## src/rtl/sram_rd_arbiter_if.sv

```systemverilog
// Purpose: bundles the loader-facing request/data signals and the SRAM port of
//          the read arbiter. Port summary: per-requester rden/addr/lock in,
//          one-hot grant and read-valid out, broadcast read data, SRAM addr/rden/data.
interface sram_rd_arbiter_if #(
  parameter int ADR_W  = 16,
  parameter int SRAM_W = 32,
  parameter int N_REQ  = 3
);
  logic [N_REQ-1:0]       i_req_rden;
  logic [N_REQ*ADR_W-1:0] i_req_addr;
  logic [N_REQ-1:0]       i_req_lock;
  logic [N_REQ-1:0]       o_gnt;
  logic [N_REQ-1:0]       o_rd_valid;
  logic [SRAM_W-1:0]      o_rd_data;
  logic [ADR_W-1:0]       o_sram_addr;
  logic                   o_sram_rden;
  logic [SRAM_W-1:0]      i_sram_data;
  logic                   o_busy;

  // Arbiter side.
  modport slave (
    input  i_req_rden, i_req_addr, i_req_lock, i_sram_data,
    output o_gnt, o_rd_valid, o_rd_data, o_sram_addr, o_sram_rden, o_busy
  );

  // Loader / SRAM side.
  modport master (
    output i_req_rden, i_req_addr, i_req_lock, i_sram_data,
    input  o_gnt, o_rd_valid, o_rd_data, o_sram_addr, o_sram_rden, o_busy
  );
endinterface

```

## src/rtl/sram_rd_arbiter.sv

```systemverilog
// Purpose: round-robin arbiter sharing one SRAM read port among N_REQ loaders,
//          bounded bursts, lock to hold a full weight tile.
// Latency: request->grant 1 cycle, beat->rd_valid/data 1 cycle; rotation at a
//          burst boundary has no bubble, an owner dropping rden costs one bubble.
// Backpressure: a requester holds rden until granted; ungranted requesters see nothing.
// Ports: i_clk, i_rstn (sync, active-low), bus (slave modport of sram_rd_arbiter_if).
module sram_rd_arbiter #(
  parameter int ADR_W     = 16,
  parameter int SRAM_W    = 32,
  parameter int N_REQ     = 3,
  parameter int MAX_BURST = 8
) (
  input  logic              i_clk,
  input  logic              i_rstn,
  sram_rd_arbiter_if.slave  bus
);

  localparam int CNT_W = $clog2(MAX_BURST + 1);
  localparam int IDX_W = (N_REQ > 1) ? $clog2(N_REQ) : 1;

  typedef enum logic {S_IDLE, S_OWN} state_t;

  state_t           state;
  logic [N_REQ-1:0] gnt;
  logic [N_REQ-1:0] rd_valid;
  logic [CNT_W-1:0] cnt;
  logic [IDX_W-1:0] rr_ptr;
  logic [IDX_W-1:0] owner;

  // First set bit of req searching cyclically from start, as a one-hot vector.
  function automatic logic [N_REQ-1:0] pick(input logic [N_REQ-1:0] req, input int start);
    logic [N_REQ-1:0] oh;
    logic             found;
    int               idx;
    oh    = '0;
    found = 1'b0;
    for (int k = 0; k < N_REQ; k++) begin
      idx = (start + k) % N_REQ;
      if (!found && req[idx]) begin
        oh[idx] = 1'b1;
        found   = 1'b1;
      end
    end
    return oh;
  endfunction

  function automatic logic [IDX_W-1:0] oh2idx(input logic [N_REQ-1:0] oh);
    logic [IDX_W-1:0] r;
    r = '0;
    for (int i = 0; i < N_REQ; i++) begin
      if (oh[i]) r = IDX_W'(i);
    end
    return r;
  endfunction

  function automatic logic [IDX_W-1:0] idx_inc(input logic [IDX_W-1:0] i);
    return (i == IDX_W'(N_REQ - 1)) ? '0 : i + IDX_W'(1);
  endfunction

  logic [N_REQ-1:0] beat_vec;
  logic             beat;
  logic [N_REQ-1:0] others_vec;
  logic             others;
  logic             owner_lock;
  logic [N_REQ-1:0] idle_pick;
  logic [N_REQ-1:0] own_pick;
  logic [CNT_W-1:0] cnt_sat;
  logic             burst_end;
  logic [ADR_W-1:0] sram_addr;

  assign beat_vec   = gnt & bus.i_req_rden;
  assign beat       = |beat_vec;
  // Pending requesters other than the current owner.
  assign others_vec = bus.i_req_rden & ~gnt;
  assign others     = |others_vec;
  assign owner_lock = |(gnt & bus.i_req_lock);
  assign idle_pick  = pick(bus.i_req_rden, int'(rr_ptr));
  // Owner is masked out, so a search from owner+1 finds the next one after it.
  assign own_pick   = pick(others_vec, int'(owner) + 1);
  // Beat count including this cycle's beat, saturating while locked.
  assign cnt_sat    = (cnt == CNT_W'(MAX_BURST)) ? cnt : cnt + CNT_W'(1);
  assign burst_end  = (cnt_sat == CNT_W'(MAX_BURST)) && !owner_lock;

  always_comb begin
    sram_addr = '0;
    for (int i = 0; i < N_REQ; i++) begin
      if (gnt[i]) sram_addr = bus.i_req_addr[i*ADR_W +: ADR_W];
    end
  end

  always_ff @(posedge i_clk) begin
    if (!i_rstn) begin
      state    <= S_IDLE;
      gnt      <= '0;
      rd_valid <= '0;
      cnt      <= '0;
      rr_ptr   <= '0;
      owner    <= '0;
    end else begin
      rd_valid <= beat_vec;
      case (state)
        S_IDLE: begin
          if (|bus.i_req_rden) begin
            gnt    <= idle_pick;
            owner  <= oh2idx(idle_pick);
            rr_ptr <= idx_inc(oh2idx(idle_pick));
            cnt    <= '0;
            state  <= S_OWN;
          end
        end
        S_OWN: begin
          if (!beat) begin
            // Owner released the port: this cycle is a bubble.
            cnt <= '0;
            if (others) begin
              gnt   <= own_pick;
              owner <= oh2idx(own_pick);
            end else begin
              gnt   <= '0;
              state <= S_IDLE;
            end
          end else if (burst_end && others) begin
            gnt   <= own_pick;
            owner <= oh2idx(own_pick);
            cnt   <= '0;
          end else if (burst_end) begin
            cnt <= '0;
          end else begin
            cnt <= cnt_sat;
          end
        end
        default: begin
          state <= S_IDLE;
          gnt   <= '0;
        end
      endcase
    end
  end

  assign bus.o_gnt       = gnt;
  assign bus.o_rd_valid  = rd_valid;
  assign bus.o_rd_data   = bus.i_sram_data;
  assign bus.o_sram_addr = sram_addr;
  assign bus.o_sram_rden = beat;
  assign bus.o_busy      = |gnt;

endmodule

```

## src/flat_wrapper.sv

```systemverilog
// flat-port wrapper written by rule: the top's interface ports become plain ports
module sram_rd_arbiter_flat 
#(
  parameter int ADR_W     = 16,
  parameter int SRAM_W    = 32,
  parameter int N_REQ     = 3,
  parameter int MAX_BURST = 8
)
  (i_clk, i_rstn, bus_i_req_rden, bus_i_req_addr, bus_i_req_lock, bus_i_sram_data, bus_o_gnt, bus_o_rd_valid, bus_o_rd_data, bus_o_sram_addr, bus_o_sram_rden, bus_o_busy);
  sram_rd_arbiter_if #(.ADR_W(ADR_W), .SRAM_W(SRAM_W), .N_REQ(N_REQ)) bus_i ();
  input  logic i_clk;
  input  logic i_rstn;
  input wire logic [$bits(bus_i.i_req_rden)-1:0] bus_i_req_rden;
  input wire logic [$bits(bus_i.i_req_addr)-1:0] bus_i_req_addr;
  input wire logic [$bits(bus_i.i_req_lock)-1:0] bus_i_req_lock;
  input wire logic [$bits(bus_i.i_sram_data)-1:0] bus_i_sram_data;
  output wire logic [$bits(bus_i.o_gnt)-1:0] bus_o_gnt;
  output wire logic [$bits(bus_i.o_rd_valid)-1:0] bus_o_rd_valid;
  output wire logic [$bits(bus_i.o_rd_data)-1:0] bus_o_rd_data;
  output wire logic [$bits(bus_i.o_sram_addr)-1:0] bus_o_sram_addr;
  output wire logic [$bits(bus_i.o_sram_rden)-1:0] bus_o_sram_rden;
  output wire logic [$bits(bus_i.o_busy)-1:0] bus_o_busy;
  assign bus_i.i_req_rden = bus_i_req_rden;
  assign bus_i.i_req_addr = bus_i_req_addr;
  assign bus_i.i_req_lock = bus_i_req_lock;
  assign bus_i.i_sram_data = bus_i_sram_data;
  assign bus_o_gnt = bus_i.o_gnt;
  assign bus_o_rd_valid = bus_i.o_rd_valid;
  assign bus_o_rd_data = bus_i.o_rd_data;
  assign bus_o_sram_addr = bus_i.o_sram_addr;
  assign bus_o_sram_rden = bus_i.o_sram_rden;
  assign bus_o_busy = bus_i.o_busy;
  sram_rd_arbiter #(.ADR_W(ADR_W), .SRAM_W(SRAM_W), .N_REQ(N_REQ), .MAX_BURST(MAX_BURST)) u_core (.i_clk(i_clk), .i_rstn(i_rstn), .bus(bus_i));
endmodule
```

## config.mk

```make
export PLATFORM = sky130hd
export DESIGN_NAME = sram_rd_arbiter_flat
export DESIGN_NICKNAME = d
export VERILOG_FILES = /design/src/rtl/sram_rd_arbiter_if.sv /design/src/rtl/sram_rd_arbiter.sv /design/src/flat_wrapper.sv
export SDC_FILE = /design/constraint.sdc
export NUM_CORES = 1
export LEC_CHECK = 0
export ABC_AREA = 1
export CORE_ASPECT_RATIO = 1.1
export CORE_MARGIN = 2
export CORE_UTILIZATION = 30
export CTS_CLUSTER_SIZE = 14
export DETAILED_ROUTE_END_ITERATION = 8
export PLACE_DENSITY = 0.79
export RECOVER_POWER = 50
export SLEW_MARGIN = 20
export SYNTH_ARGS = -nofsm -noshare
export SYNTH_HDL_FRONTEND = slang
export SYNTH_SLANG_ARGS = --single-unit
```

## constraint.sdc

```tcl
create_clock -name i_clk -period 1.8 [get_ports i_clk]
set_clock_uncertainty 0.15 [all_clocks]
set_input_delay 0.18 -clock i_clk [delete_from_list [all_inputs] [get_ports i_clk]]
set_output_delay 0.18 -clock i_clk [all_outputs]
set_load 0.02 [all_outputs]
```

==> results of run 1 <==
==> cells in the mapped netlist, drive strengths merged (2+ instances only) <==
master and number:
a22oi 16, nor3 2, ha 10, nand4 5
a21oi 12, buf 35, nor2 26, nand3 22
nand2 70, clkinv 2, o21ai 29, xor2 2
dfxtp 15, clkbuf 4, inv 27
==> sequential cells by signal, indices dropped and copies added, names as in the netlist <==
register / flops
u_core.rr_ptr: 2
u_core.state: 1
u_core.owner: 2
u_core.bus.o_rd_valid: 3
u_core.bus.o_gnt: 3
u_core.cnt: 4
==> worst max-delay path: cells and delay by family, from the launching register on <==
| kind | cells | cell delay, ns |
|---|---|---|
| simple gates | 9 | 0.75 |
| flops | 1 | 0.33 |
| fa+ha+maj | 1 | 0.29 |
| buf+inv | 3 | 0.22 |
| compound gates | 1 | 0.07 |
==> what timing repair did <==
| action | CTS | global route |
|---|---|---|
| endpoints found under the setup margin | 26 | 26 |
| setup buffers | 2 | 1 |
| gates resized for setup | 84 | 67 |
| pin swaps | 13 | 20 |
| gates cloned | 0 | 1 |
==> metrics by stage <==
step	setup TNS, ns	instance area (µm²)	cells	util	setup WS, ns
after floorplan	0	1800	279	-	0.0118
after global placement	-1.93	2630	425	0.464	-0.178
after detailed placement	-2.51	2630	425	0.464	-0.240
after CTS	-0.273	2810	431	0.496	-0.0833
after global routing	-0.946	2930	433	0.517	-0.187
final	-0.207	2930	433	0.517	-0.0640
==> final cells by class <==
type | instances | area, µm² | share of cell area
clock buffers | 3 | 41.3 | 0.0141
clock inverters | 1 | 5.00 | 0.00171
inverters | 29 | 118 | 0.0402
multi-input cells | 196 | 1370 | 0.466
flip-flops and latches | 15 | 314 | 0.107
well taps | 77 | 96.3 | 0.0329
repair buffers | 112 | 988 | 0.338
==> per-layer routing <==
layer  vias up  share of wire  track usage
li1       1046              -            -
met1       984           0.36        0.206
met2       111           0.52        0.340
met3        21          0.083       0.0574
met4         0          0.032       0.0711
met5         -              0            0
==> how the worst max path moves through the flow <==
stage	start	to	slack (ns)	cells after the start
floorplan	u_core.bus.o_gnt[0]	bus_o_sram_addr[10]	0.01	5
global placement	bus_i_req_rden[0]	u_core.owner[1]	-0.18	9
detailed placement	bus_i_req_rden[0]	u_core.bus.o_gnt[2]	-0.24	9
CTS	u_core.rr_ptr[1]	u_core.owner[0]	-0.08	14
global route	u_core.rr_ptr[1]	u_core.bus.o_gnt[0]	-0.19	14
finish	u_core.rr_ptr[1]	u_core.bus.o_gnt[0]	-0.06	14
==> power by group through the flow <==
stage | clock [mW] | sequential [mW] | combinational [mW]
final | 0.282 | 0.548 | 4.27
after global routing | 0.298 | 0.559 | 4.67
after CTS | 0.285 | 0.519 | 3.88
after detailed placement | 0 | 0.507 | 3.72
after global placement | 0 | 0.508 | 3.65
after floorplan | 0 | 0.558 | 2.33
==> cell families (layout without fill, tap and decap cells) <==
group | after synthesis | count (layout) | synth area share
AND/OR/NAND/NOR | 126 | 126 | 0.320
AO/OA/AOI/OAI | 58 | 58 | 0.198
flip-flops | 15 | 15 | 0.173
buffers and inverters | 68 | 145 | 0.227
XOR/XNOR | 2 | 2 | 0.0101
adder cells (fa/ha/maj) | 10 | 10 | 0.0722
==> run summary, run 1 <==
status - complete, but fails checks
failing checks - negative setup slack
Clock Latency Late Sink - 0.26 ns
slowest CP cell - dfxtp_2
post-synthesis async set-or-reset flop share - 0
Initial DRT Pass Iterations - 4
post-synth cell types - 29
hpwl dp - 4570 µm
Slew headroom - 0.787
Mapped Area - 1730 µm²
die width - 76.5 µm
htree depth - 1
fmax - 536 MHz
Leak - 1.25 nW
Yosys reg bits - 15
CTS Sinks - 15
largest net degree at the start of global routing - 35
Post-synth EDFFs - 0
Worst Max-Slew Pin Slew - 0.320 ns
DR vias/cell - 4.99
DRT iter0 DRCs - 59
Reg2Reg Capture Point - u_core.bus.o_gnt[0]
CP max FO - 4
VDD IR max - 1120 µV
worst flop-to-flop path startpoint - u_core.rr_ptr[1]
synthesized area per cell - 6.22 µm²
Power Density - 1740 nW/µm²
port bufs - 79
Worst-path clk slew - 0.06 ns
Arrival @ worst endpoint - 1.91 ns
Cells after Synth - 279
grt ovf - 0
Worst EP required - 1.85 ns
sw power - 2.78 mW
WL/cell - 14.6 µm
layout cells sized above 1 - 0.390
internal power - 2.32 mW
power share of the sequential group - 0.107
total CTS buffers - 3
Hold Crit Depth - 0
syn_nets - 377
fin crit share - 1.04
CP Capture Type - register
final antenna-violating net count - 0
HP Start - bus_i_sram_data[0]
worst path cell trace - buf_6 > ha_4 > inv_4 > nand2_2 > nand3_2 > nand2_4 > inv_4 > nor2_4 > nand2_2 > nor2_4 > o21ai_2 > nand2_1 > nor2_1 > nor2_1
Area Growth Syn to Fin - 68.8%
# IOs - 144
r2r worst-path depth - 14
Area contributors post-synth - dfxtp_1, nand2_1, buf_4
WS Path Type - register to register
CTS tree - done
drt total wl - 6340 µm
All-Layer GR Usage - 0.188
Hold Crit Class - primary input to output pin
fill count - 540
Placeable Area - 5660 µm²
Initial Utilization - 0.306
hold bufs inserted after CTS - 0
Yosys Warn Count - 0
most frequent cells in the layout - clkdlybuf4s50_1, nand2_1, buf_4
Die H - 83.7 µm
vias in the first global route - 2,117
Maximum Capacitance Violations - 0
# diodes - 0
Total Power - 5.10 mW
Sw Share - 0.545
row count - 29
nets@finish - 455
vias - 2,162
Final Wtd Congestion - 0.864
worst hold margin - 0.210 ns
Gate power share - 0.837
clk buf depth - 2
Worst Hold End - bus_o_rd_data[0]
R2R setup slack - -0.06 ns
Max stage delay on crit path - 0.33 ns
clk root buf - clkbuf_8
minimum clock period - 1.86 ns
most common cell after layout, fill and taps aside - clkdlybuf4s50_1
Final Worst Setup Slack - -0.0640 ns
clock share of power - 0.055
die area - 6410 µm²
Seq/Total Area, Yosys - 0.173
final hold violations - 0
initial antenna violation count - 0
Final Max Tran Viols - 0
RSZ-0062 raised after global routing - true
critical path startpoint category - register
most common flop cell mapped by yosys - dfxtp_1
Synth top area share - 0.173
largest area contributor in the netlist - dfxtp_1
DRC - 0
first-pass GRT wire length - 10,000 µm
final setup vio count - 5
Note: power is estimated with default switching activity, not from simulation.
==> run 2, diff against run 1 <==
SLEW_MARGIN = unset   (was 20)
==> results of run 2 <==
Same layout as run 1: the final DEF is identical, and so are final timing and power.
